==> src/rtl/windowed_regfile_if.sv <==
// Port bundle for the windowed register file: read/write ports, window
// control requests and the observable window state.
interface windowed_regfile_if #(parameter int DATA_W = 32);
  logic [4:0]        rs1, rs2;
  logic [DATA_W-1:0] rd1, rd2;
  logic              wr_en;
  logic [4:0]        wr_addr;
  logic [DATA_W-1:0] wr_data;
  logic              save, restore;
  logic              wim_we;
  logic [3:0]        wim_d;
  logic [1:0]        cwp;
  logic [3:0]        wim;
  logic              ovf_trap, unf_trap;

  modport master (
    output rs1, rs2, wr_en, wr_addr, wr_data, save, restore, wim_we, wim_d,
    input  rd1, rd2, cwp, wim, ovf_trap, unf_trap
  );

  modport slave (
    input  rs1, rs2, wr_en, wr_addr, wr_data, save, restore, wim_we, wim_d,
    output rd1, rd2, cwp, wim, ovf_trap, unf_trap
  );
endinterface

==> src/rtl/windowed_regfile.sv <==
// SPARC-style register file: 8 globals plus 4 windowed banks of 16, two
// combinational read ports, one write port, SAVE/RESTORE with WIM traps.
module wrf_bank #(parameter int DATA_W = 32) (
  input  logic              clk,
  input  logic              rst_n,
  input  logic              we,
  input  logic [3:0]        wslot,
  input  logic [DATA_W-1:0] wdata,
  input  logic [3:0]        rslot1,
  input  logic [3:0]        rslot2,
  output logic [DATA_W-1:0] rdata1,
  output logic [DATA_W-1:0] rdata2
);
  // slots 0-7 are this bank's ins, 8-15 its locals
  logic [15:0][DATA_W-1:0] mem;

  always_ff @(posedge clk or negedge rst_n) begin
    if (!rst_n) mem <= '0;
    else if (we) mem[wslot] <= wdata;
  end

  assign rdata1 = mem[rslot1];
  assign rdata2 = mem[rslot2];
endmodule

module windowed_regfile #(parameter int DATA_W = 32) (
  input logic               clk,
  input logic               rst_n,
  windowed_regfile_if.slave bus
);
  typedef struct packed {
    logic       glb;
    logic [1:0] bank;
    logic [3:0] slot;
  } loc_t;

  // outs live in the previous window's ins, so r8-r15 shift the bank by -1
  function automatic loc_t map_addr(input logic [4:0] a, input logic [1:0] w);
    loc_t l;
    l.glb  = (a[4:3] == 2'b00);
    l.bank = w;
    l.slot = {1'b0, a[2:0]};
    case (a[4:3])
      2'b01:   l.bank = w - 2'd1;
      2'b10:   l.slot = {1'b1, a[2:0]};
      default: ;
    endcase
    return l;
  endfunction

  logic [1:0] cwp_q;
  logic [3:0] wim_q;
  logic       ovf_q, unf_q;

  loc_t l1, l2, lw;
  assign l1 = map_addr(bus.rs1, cwp_q);
  assign l2 = map_addr(bus.rs2, cwp_q);
  assign lw = map_addr(bus.wr_addr, cwp_q);

  logic [3:0] wr_oh, rd1_oh, rd2_oh;
  assign wr_oh  = (bus.wr_en && !lw.glb) ? (4'b0001 << lw.bank) : 4'b0000;
  assign rd1_oh = 4'b0001 << l1.bank;
  assign rd2_oh = 4'b0001 << l2.bank;

  // globals; entry 0 is never written so r0 stays zero
  logic [7:0][DATA_W-1:0] glb_q;

  always_ff @(posedge clk or negedge rst_n) begin
    if (!rst_n) glb_q <= '0;
    else if (bus.wr_en && lw.glb && bus.wr_addr[2:0] != 3'd0)
      glb_q[bus.wr_addr[2:0]] <= bus.wr_data;
  end

  logic [3:0][DATA_W-1:0] b_rd1, b_rd2;

  for (genvar b = 0; b < 4; b++) begin : g_bank
    wrf_bank #(.DATA_W(DATA_W)) u_bank (
      .clk    (clk),
      .rst_n  (rst_n),
      .we     (wr_oh[b]),
      .wslot  (lw.slot),
      .wdata  (bus.wr_data),
      .rslot1 (l1.slot),
      .rslot2 (l2.slot),
      .rdata1 (b_rd1[b]),
      .rdata2 (b_rd2[b])
    );
  end

  logic [DATA_W-1:0] rd1_v, rd2_v;

  always_comb begin
    rd1_v = '0;
    rd2_v = '0;
    for (int b = 0; b < 4; b++) begin
      if (rd1_oh[b]) rd1_v = rd1_v | b_rd1[b];
      if (rd2_oh[b]) rd2_v = rd2_v | b_rd2[b];
    end
    if (l1.glb) rd1_v = glb_q[bus.rs1[2:0]];
    if (l2.glb) rd2_v = glb_q[bus.rs2[2:0]];
  end

  assign bus.rd1 = rd1_v;
  assign bus.rd2 = rd2_v;

  // window control; trap checks see the pre-edge WIM
  logic       save_req, restore_req;
  logic [1:0] save_t, restore_t;
  assign save_req    = bus.save & ~bus.restore;
  assign restore_req = bus.restore & ~bus.save;
  assign save_t      = cwp_q - 2'd1;
  assign restore_t   = cwp_q + 2'd1;

  always_ff @(posedge clk or negedge rst_n) begin
    if (!rst_n) begin
      cwp_q <= 2'd0;
      wim_q <= 4'd0;
      ovf_q <= 1'b0;
      unf_q <= 1'b0;
    end else begin
      ovf_q <= 1'b0;
      unf_q <= 1'b0;
      if (bus.wim_we) wim_q <= bus.wim_d;
      if (save_req) begin
        if (wim_q[save_t]) ovf_q <= 1'b1;
        else               cwp_q <= save_t;
      end
      if (restore_req) begin
        if (wim_q[restore_t]) unf_q <= 1'b1;
        else                  cwp_q <= restore_t;
      end
    end
  end

  assign bus.cwp      = cwp_q;
  assign bus.wim      = wim_q;
  assign bus.ovf_trap = ovf_q;
  assign bus.unf_trap = unf_q;
endmodule

==> src/flat_wrapper.sv <==
// flat-port wrapper written by rule: the top's interface ports become plain ports
module windowed_regfile_flat 
#(parameter int DATA_W = 32)
  (clk, rst_n, bus_rs1, bus_rs2, bus_wr_en, bus_wr_addr, bus_wr_data, bus_save, bus_restore, bus_wim_we, bus_wim_d, bus_rd1, bus_rd2, bus_cwp, bus_wim, bus_ovf_trap, bus_unf_trap);
  windowed_regfile_if #(.DATA_W(DATA_W)) bus_i ();
  input logic clk;
  input logic rst_n;
  input wire logic [$bits(bus_i.rs1)-1:0] bus_rs1;
  input wire logic [$bits(bus_i.rs2)-1:0] bus_rs2;
  input wire logic [$bits(bus_i.wr_en)-1:0] bus_wr_en;
  input wire logic [$bits(bus_i.wr_addr)-1:0] bus_wr_addr;
  input wire logic [$bits(bus_i.wr_data)-1:0] bus_wr_data;
  input wire logic [$bits(bus_i.save)-1:0] bus_save;
  input wire logic [$bits(bus_i.restore)-1:0] bus_restore;
  input wire logic [$bits(bus_i.wim_we)-1:0] bus_wim_we;
  input wire logic [$bits(bus_i.wim_d)-1:0] bus_wim_d;
  output wire logic [$bits(bus_i.rd1)-1:0] bus_rd1;
  output wire logic [$bits(bus_i.rd2)-1:0] bus_rd2;
  output wire logic [$bits(bus_i.cwp)-1:0] bus_cwp;
  output wire logic [$bits(bus_i.wim)-1:0] bus_wim;
  output wire logic [$bits(bus_i.ovf_trap)-1:0] bus_ovf_trap;
  output wire logic [$bits(bus_i.unf_trap)-1:0] bus_unf_trap;
  assign bus_i.rs1 = bus_rs1;
  assign bus_i.rs2 = bus_rs2;
  assign bus_i.wr_en = bus_wr_en;
  assign bus_i.wr_addr = bus_wr_addr;
  assign bus_i.wr_data = bus_wr_data;
  assign bus_i.save = bus_save;
  assign bus_i.restore = bus_restore;
  assign bus_i.wim_we = bus_wim_we;
  assign bus_i.wim_d = bus_wim_d;
  assign bus_rd1 = bus_i.rd1;
  assign bus_rd2 = bus_i.rd2;
  assign bus_cwp = bus_i.cwp;
  assign bus_wim = bus_i.wim;
  assign bus_ovf_trap = bus_i.ovf_trap;
  assign bus_unf_trap = bus_i.unf_trap;
  windowed_regfile #(.DATA_W(DATA_W)) u_core (.clk(clk), .rst_n(rst_n), .bus(bus_i));
endmodule
==> config.mk <==
export PLATFORM = sky130hd
export DESIGN_NAME = windowed_regfile_flat
export DESIGN_NICKNAME = d
export VERILOG_FILES = /design/src/rtl/windowed_regfile_if.sv /design/src/rtl/windowed_regfile.sv /design/src/flat_wrapper.sv
export SDC_FILE = /design/constraint.sdc
export NUM_CORES = 2
export LEC_CHECK = 0
export BUFFER_PORTS_ARGS = -buffer_cell sky130_fd_sc_hd__clkbuf_2
export CAP_MARGIN = 0
export CORE_MARGIN = 3
export CORE_UTILIZATION = 32
export CTS_CLUSTER_DIAMETER = 60
export DETAILED_ROUTE_END_ITERATION = 6
export PLACE_DENSITY_LB_ADDON = 0.05
export SYNTH_ARGS = -nofsm -noshare
export SYNTH_HDL_FRONTEND = slang
export SYNTH_SLANG_ARGS = --single-unit
==> constraint.sdc <==
create_clock -name clk -period 9.1 [get_ports clk]
set_clock_uncertainty 0.05 [all_clocks]
set_input_delay 1.82 -clock clk [delete_from_list [all_inputs] [get_ports clk]]
set_output_delay 1.82 -clock clk [all_outputs]
set_load 0.02 [all_outputs]
# Word-level counts from Yosys, hierarchy flattened
# Cells that the tools add are included.
dict set report totals {
  ff_bits 2312
  in_bits 57
  wordCells 175
}
dict set report op_classes {
  add_sub_neg 2
  magnitude_cmp 10
  n_eq_ne 6
  shift 3
  n_mux 58
  bitwise_logic 10
  reduce_logical 10
}
# cell n
set ops {}
lappend ops {{bitwise mux 512 bit} 4}
lappend ops {{binary-select mux 32 bit (select 4 bit)} 8}
lappend ops {{2-to-1 mux 32 bit} 22}
lappend ops {{bitwise mux 256 bit} 1}
lappend ops {{binary-select mux 32 bit (select 3 bit)} 2}
lappend ops {{OR 32 bit} 6}
lappend ops {{demux 32 bit (select 4 bit)} 1}
lappend ops {{demux 32 bit (select 3 bit)} 1}
lappend ops {{2-to-1 mux 4 bit} 4}
lappend ops {{less-than comparator 4 x 5 -> 1 bit, second input constant} 3}
lappend ops {{2-to-1 mux 2 bit} 7}
lappend ops {{less-than comparator 3 x 4 -> 1 bit, second input constant} 3}
lappend ops {{left shift 1 x 2 -> 4 bit, first input constant} 3}
lappend ops {{== test 2 x 1 -> 1 bit, second input constant} 3}
lappend ops {{== test 2 bit, second input constant} 3}
lappend ops {{logical NOT 2 bit} 3}
lappend ops {{less-than comparator 2 x 3 -> 1 bit, second input constant} 2}
lappend ops {{2-to-1 mux 1 bit} 6}
lappend ops {{logical AND 1 bit} 5}
lappend ops {{binary-select mux 1 bit (select 2 bit)} 2}
lappend ops {{>= comparator 4 x 1 -> 1 bit, second input constant} 1}
lappend ops {{>= comparator 3 x 1 -> 1 bit, second input constant} 1}
lappend ops {{nonzero test 3 bit} 1}
lappend ops {{adder 2 x 1 -> 2 bit, second input constant} 1}
lappend ops {{4 further kinds} 6}

# Longest topological paths before layout
dict set report depth {
  ltp_word 12
  ltp_mapped 12
  depth_no_buf 6
}

# Modules after synthesis
# Synthesis repeated with hierarchy kept, for this count alone.
dict set report unflattened {
  cells_unflattened 7841
  hier_area_um2 122565.0
}
# module instances cells_each area_per_inst_um2 seq_area_each_um2
set modules_own_cells {}
lappend modules_own_cells {wrf_bank 4 1675 26457.9 12812.3}
lappend modules_own_cells {windowed_regfile 1 1141 16733.5 6606.3}

# Least setup slack after synthesis
# Ideal clock, no wire load.
dict set report synth_timing {
  path_type {input to output}
  start {input port bus_rs2[0]}
  end {output port bus_rd2[15]}
  arrival_ps 3705
  required_time_ps 7230
  setup_slack_ps 3525
  path_stages 7
  path_buffers 4
  path_cell_list {buf_4 -> buf_6 -> buf_4 -> buf_2 -> mux4_2 -> mux2_2 -> o32a_1}
}
dict set report synth_via {
  elab_chain_cells 11
}
# element line
set synth_rtl {}
lappend synth_rtl {{start: declaration} flat_wrapper.sv:9} ;# input wire logic [$bits(bus_i.rs2)-1:0] bus_rs2;
lappend synth_rtl {{2-to-1 mux 4 bit} windowed_regfile.sv:43} ;# case (a[4:3])
lappend synth_rtl {{binary-select mux 32 bit (select 4 bit)} windowed_regfile.sv:23} ;# assign rdata2 = mem[rslot2];
lappend synth_rtl {{2-to-1 mux 32 bit (implied by the code)} windowed_regfile.sv:23}
lappend synth_rtl {{2-to-1 mux 32 bit} windowed_regfile.sv:97} ;# if (rd2_oh[b]) rd2_v = rd2_v | b_rd2[b];
lappend synth_rtl {{OR 32 bit} windowed_regfile.sv:97}
lappend synth_rtl {{2-to-1 mux 32 bit} windowed_regfile.sv:97}
lappend synth_rtl {{OR 32 bit} windowed_regfile.sv:97}
lappend synth_rtl {{2-to-1 mux 32 bit} windowed_regfile.sv:97}
lappend synth_rtl {{OR 32 bit} windowed_regfile.sv:97}
lappend synth_rtl {{2-to-1 mux 32 bit} windowed_regfile.sv:97}
lappend synth_rtl {{2-to-1 mux 32 bit (*)} windowed_regfile.sv:100} ;# if (l2.glb) rd2_v = glb_q[bus.rs2[2:0]];
lappend synth_rtl {{end: declaration} flat_wrapper.sv:18} ;# output wire logic [$bits(bus_i.rd2)-1:0] bus_rd2;
# Every way passes the cells marked *; elsewhere a longest branch is shown, timed or not. The select of a mux whose other input is x is not followed.

# Worst setup path after layout
dict set report layout_timing {
  start {input port bus_rs1[3]}
  end {output port bus_rd1[30]}
}
dict set report layout_via {
  elab_chain_cells 12
}
# element line
set layout_rtl {}
lappend layout_rtl {{start: declaration} flat_wrapper.sv:8} ;# input wire logic [$bits(bus_i.rs1)-1:0] bus_rs1;
lappend layout_rtl {{== test 2 bit} windowed_regfile.sv:43}
lappend layout_rtl {{2-to-1 mux 4 bit} windowed_regfile.sv:43}
lappend layout_rtl {{binary-select mux 32 bit (select 4 bit)} windowed_regfile.sv:22} ;# assign rdata1 = mem[rslot1];
lappend layout_rtl {{2-to-1 mux 32 bit (implied by the code)} windowed_regfile.sv:22}
lappend layout_rtl {{2-to-1 mux 32 bit} windowed_regfile.sv:96} ;# if (rd1_oh[b]) rd1_v = rd1_v | b_rd1[b];
lappend layout_rtl {{OR 32 bit} windowed_regfile.sv:96}
lappend layout_rtl {{2-to-1 mux 32 bit} windowed_regfile.sv:96}
lappend layout_rtl {{OR 32 bit} windowed_regfile.sv:96}
lappend layout_rtl {{2-to-1 mux 32 bit} windowed_regfile.sv:96}
lappend layout_rtl {{OR 32 bit} windowed_regfile.sv:96}
lappend layout_rtl {{2-to-1 mux 32 bit} windowed_regfile.sv:96}
lappend layout_rtl {{2-to-1 mux 32 bit (*)} windowed_regfile.sv:99} ;# if (l1.glb) rd1_v = glb_q[bus.rs1[2:0]];
lappend layout_rtl {{end: declaration} flat_wrapper.sv:17} ;# output wire logic [$bits(bus_i.rd1)-1:0] bus_rd1;
# Marks and branches as above.

==> out/results.txt <==
status -> finished with violations
failing checks -> capacitance limit
slowest stage delay, CP -> 0.91 ns
CP top delay family -> buffers and inverters
Ports -> 129
crit path DAT -> 6.49 ns
drt drc -> 0
P&R area growth vs syn -> 14.1%
Critical path origin -> bus_rs1[3]
Hold Crit Class -> reg2reg
GP Congestion -> 0.810
worst setup slack after layout -> 0.744 ns
Detailed Route WL -> 520000 um
Post-Synthesis Cells -> 8179
Final Max Tran Viols -> 0
Core Region -> 0.383 mm2
reg2reg end -> u_core.g_bank[3].u_bank.mem[237]$_DFFE_PN0P_
hold endpoint -> u_core.glb_q[15]$_DFFE_PN0P_
Tmin final -> 8.36 ns
clock slew at reported path FFs -> 0.05 ns
Worst Hold Launch -> u_core.glb_q[15]$_DFFE_PN0P_
Resize count post-CTS -> 0
internal power -> 26400 uW
CTS tree -> done
Slowest-stage cell, CP -> nor2b_1
number of synthesized register bits -> 2312
Async SR Flop Fraction -> 100%
Cell Area, Synth -> 0.123 mm2
layout cells sized above 1 -> 53.8%
hold buffers post-CTS -> 0
CTS sink count -> 2312
All-Layer GR Usage -> 26.2%
Critical Path End Type -> primary output
f_max -> 120 MHz
critical path cell sequence -> clkbuf_2 -> buf_4 -> nor2b_1 -> mux2i_4 -> buf_4 -> nand3_1 -> a211oi_1 -> buf_4 -> a311oi_1 -> a32oi_1 -> clkbuf_2
Starting Density -> 32.2%
Warnings, synthesis -> 0
Seq/Total Area, Yosys -> 46.9%
startpoint types -> primary input
Post-synth EDFFs -> 0
die area -> 0.393 mm2
maxcap violations -> 1
PortBufs -> 128
die width -> 627 um
Syn Area/Cell -> 15.1 um2
total CTS buffers -> 314
Final Net Count -> 8136
commonest non-fill, non-tap cell in the layout -> dfrtp_1
overall power -> 38400 uW
Worst Path Required -> 7.23 ns
Crit Path Max Fanout -> 17
Worst R2R Path Depth -> 5
HPWL Detailed -> 315000 um
Final setup viols -> 0
Setup Buffers After CTS -> 0
Pwr Density -> 273 mW/mm2
largest net degree at the start of global routing -> 165
GRT overflow -> 0
Final Hold Viols -> 0
Crit path top cell by count -> buf_4
measured slew at the worst slew-check pin -> 1.48 ns
Seq pwr share -> 40.2%
Sw Ratio -> 31.2%
CTS root buf -> clkbuf_16
Gate power share -> 26.3%
Fillers -> 36238
pre-CTS WS -> 0.711 ns
dominant synthesized flop cell -> dfrtp_1
setup TNS -> 0 ns
worst hold slack -> 0.338 ns
hold path cells -> 0
Max clock buf depth -> 4
Synth Net Count -> 8236
RSZ-0062 raised after global routing -> false
drt initial violations -> 6639
vias in the first global route -> 83298
post-route ant nets -> 0
Peak supply drop -> 0.223 mV
vias per cell -> 6.00
first-pass GRT wire length -> 720000 um
First-pass DRT Iterations -> 5
Reg-to-Reg Start -> u_core.bus.cwp[1]$_DFF_PN0_
Lkg Pwr -> 0.0618 uW
clock power share -> 33.5%
R2R Setup Slk -> 4.52 ns
NetSw -> 12000 uW
WL/cell -> 38.9 um
Worst slew margin -> 1.18%
CTS H-tree depth -> 5
final worst path period share -> 91.8%
antenna violations before repair -> 32
clk_lat worst skew -> 0.92 ns
chip height -> 627 um
crit path buf inv count -> 5
commonest non-fill, non-tap cells in the layout -> 2312 x dfrtp_1, 2232 x mux2_2, 1113 x mux4_2
vias -> 80275
unique cell type count in the Yosys netlist -> 75
Critical Setup Path Class -> in2out
row count -> 227
==> area by class of cell <==
type	count	area [um2]	share of cell area [%]
Multi-Input combinational cell	4948	61700	43.8
Clock inverter	107	1380	0.983
Clock buffer	450	9230	6.56
Antenna cell	13	32.5	0.0231
Tap cell	5038	6300	4.48
Inverter	4	20.0	0.0142
Timing Repair Buffer	499	4200	2.99
Sequential cell	2312	57900	41.1
==> routing by layer <==
layer | global-route usage (%) | wire length [um] | vias up
li1 | - | - | 31727
met1 | 35.8 | 225000 | 45279
met2 | 42.6 | 247000 | 2516
met3 | 3.54 | 25700 | 743
met4 | 9.63 | 21500 | 10
met5 | 0 | 69 | -
==> cell usage after synthesis, drive strengths merged (79+ instances only) <==
master | count | area share (%)
clkbuf | 415 | 1.3
mux2i | 195 | 1.6
a22oi | 166 | 1.0
mux4 | 1113 | 20
nand3 | 187 | 0.76
o22ai | 80 | 0.41
a31oi | 79 | 0.41
nand2 | 190 | 0.58
buf | 500 | 2.4
dfrtp | 2312 | 47
mux2 | 2314 | 21
nor2 | 142 | 0.45
==> per-stage QoR <==
step                area (um2)  utilization (%)  cells
CTS                     141000             36.7  13358
finish                  141000             36.7  13371
detailed placement      130000             33.9  12801
floorplan               123000                -   8179
global placement        130000             33.9  12800
global route            141000             36.7  13362
==> power groups by stage <==
stage	clock network (uW)	registers, uW	logic, uW
2_1_floorplan	0	14700	6880
3_3_place_gp	0	15300	10000
3_5_place_dp	0	15500	10200
4_1_cts	13200	15300	10200
5_1_grt	13600	15800	10700
6_report	12800	15400	10100
==> worst max-delay path by stage <==
stage | to | slack (ns) | depth (start not counted)
4_1_cts | bus_rd1[30] | 0.70 | 11
2_1_floorplan | bus_rd2[15] | 3.53 | 7
6_report | bus_rd1[30] | 0.74 | 11
3_3_place_gp | bus_rd1[30] | 0.73 | 11
5_1_grt | bus_rd1[21] | 0.80 | 12
3_5_place_dp | bus_rd1[30] | 0.71 | 11
==> sequential cells by signal, indices dropped and copies added (netlist names) <==
signal / cells
u_core.g_bank.u_bank.mem: 2048
u_core.glb_q: 256
u_core.bus.wim: 4
u_core.bus.cwp: 2
u_core.bus.ovf_trap: 1
u_core.bus.unf_trap: 1
==> logic make-up after synthesis <==
group / share of synthesized area (%)
mux: 43.1
flops: 46.9
compound gates: 3.73
simple gates: 2.63
xor+xnor: 0.0142
buf+inv: 3.66
(Power assumes the default switching activity.)
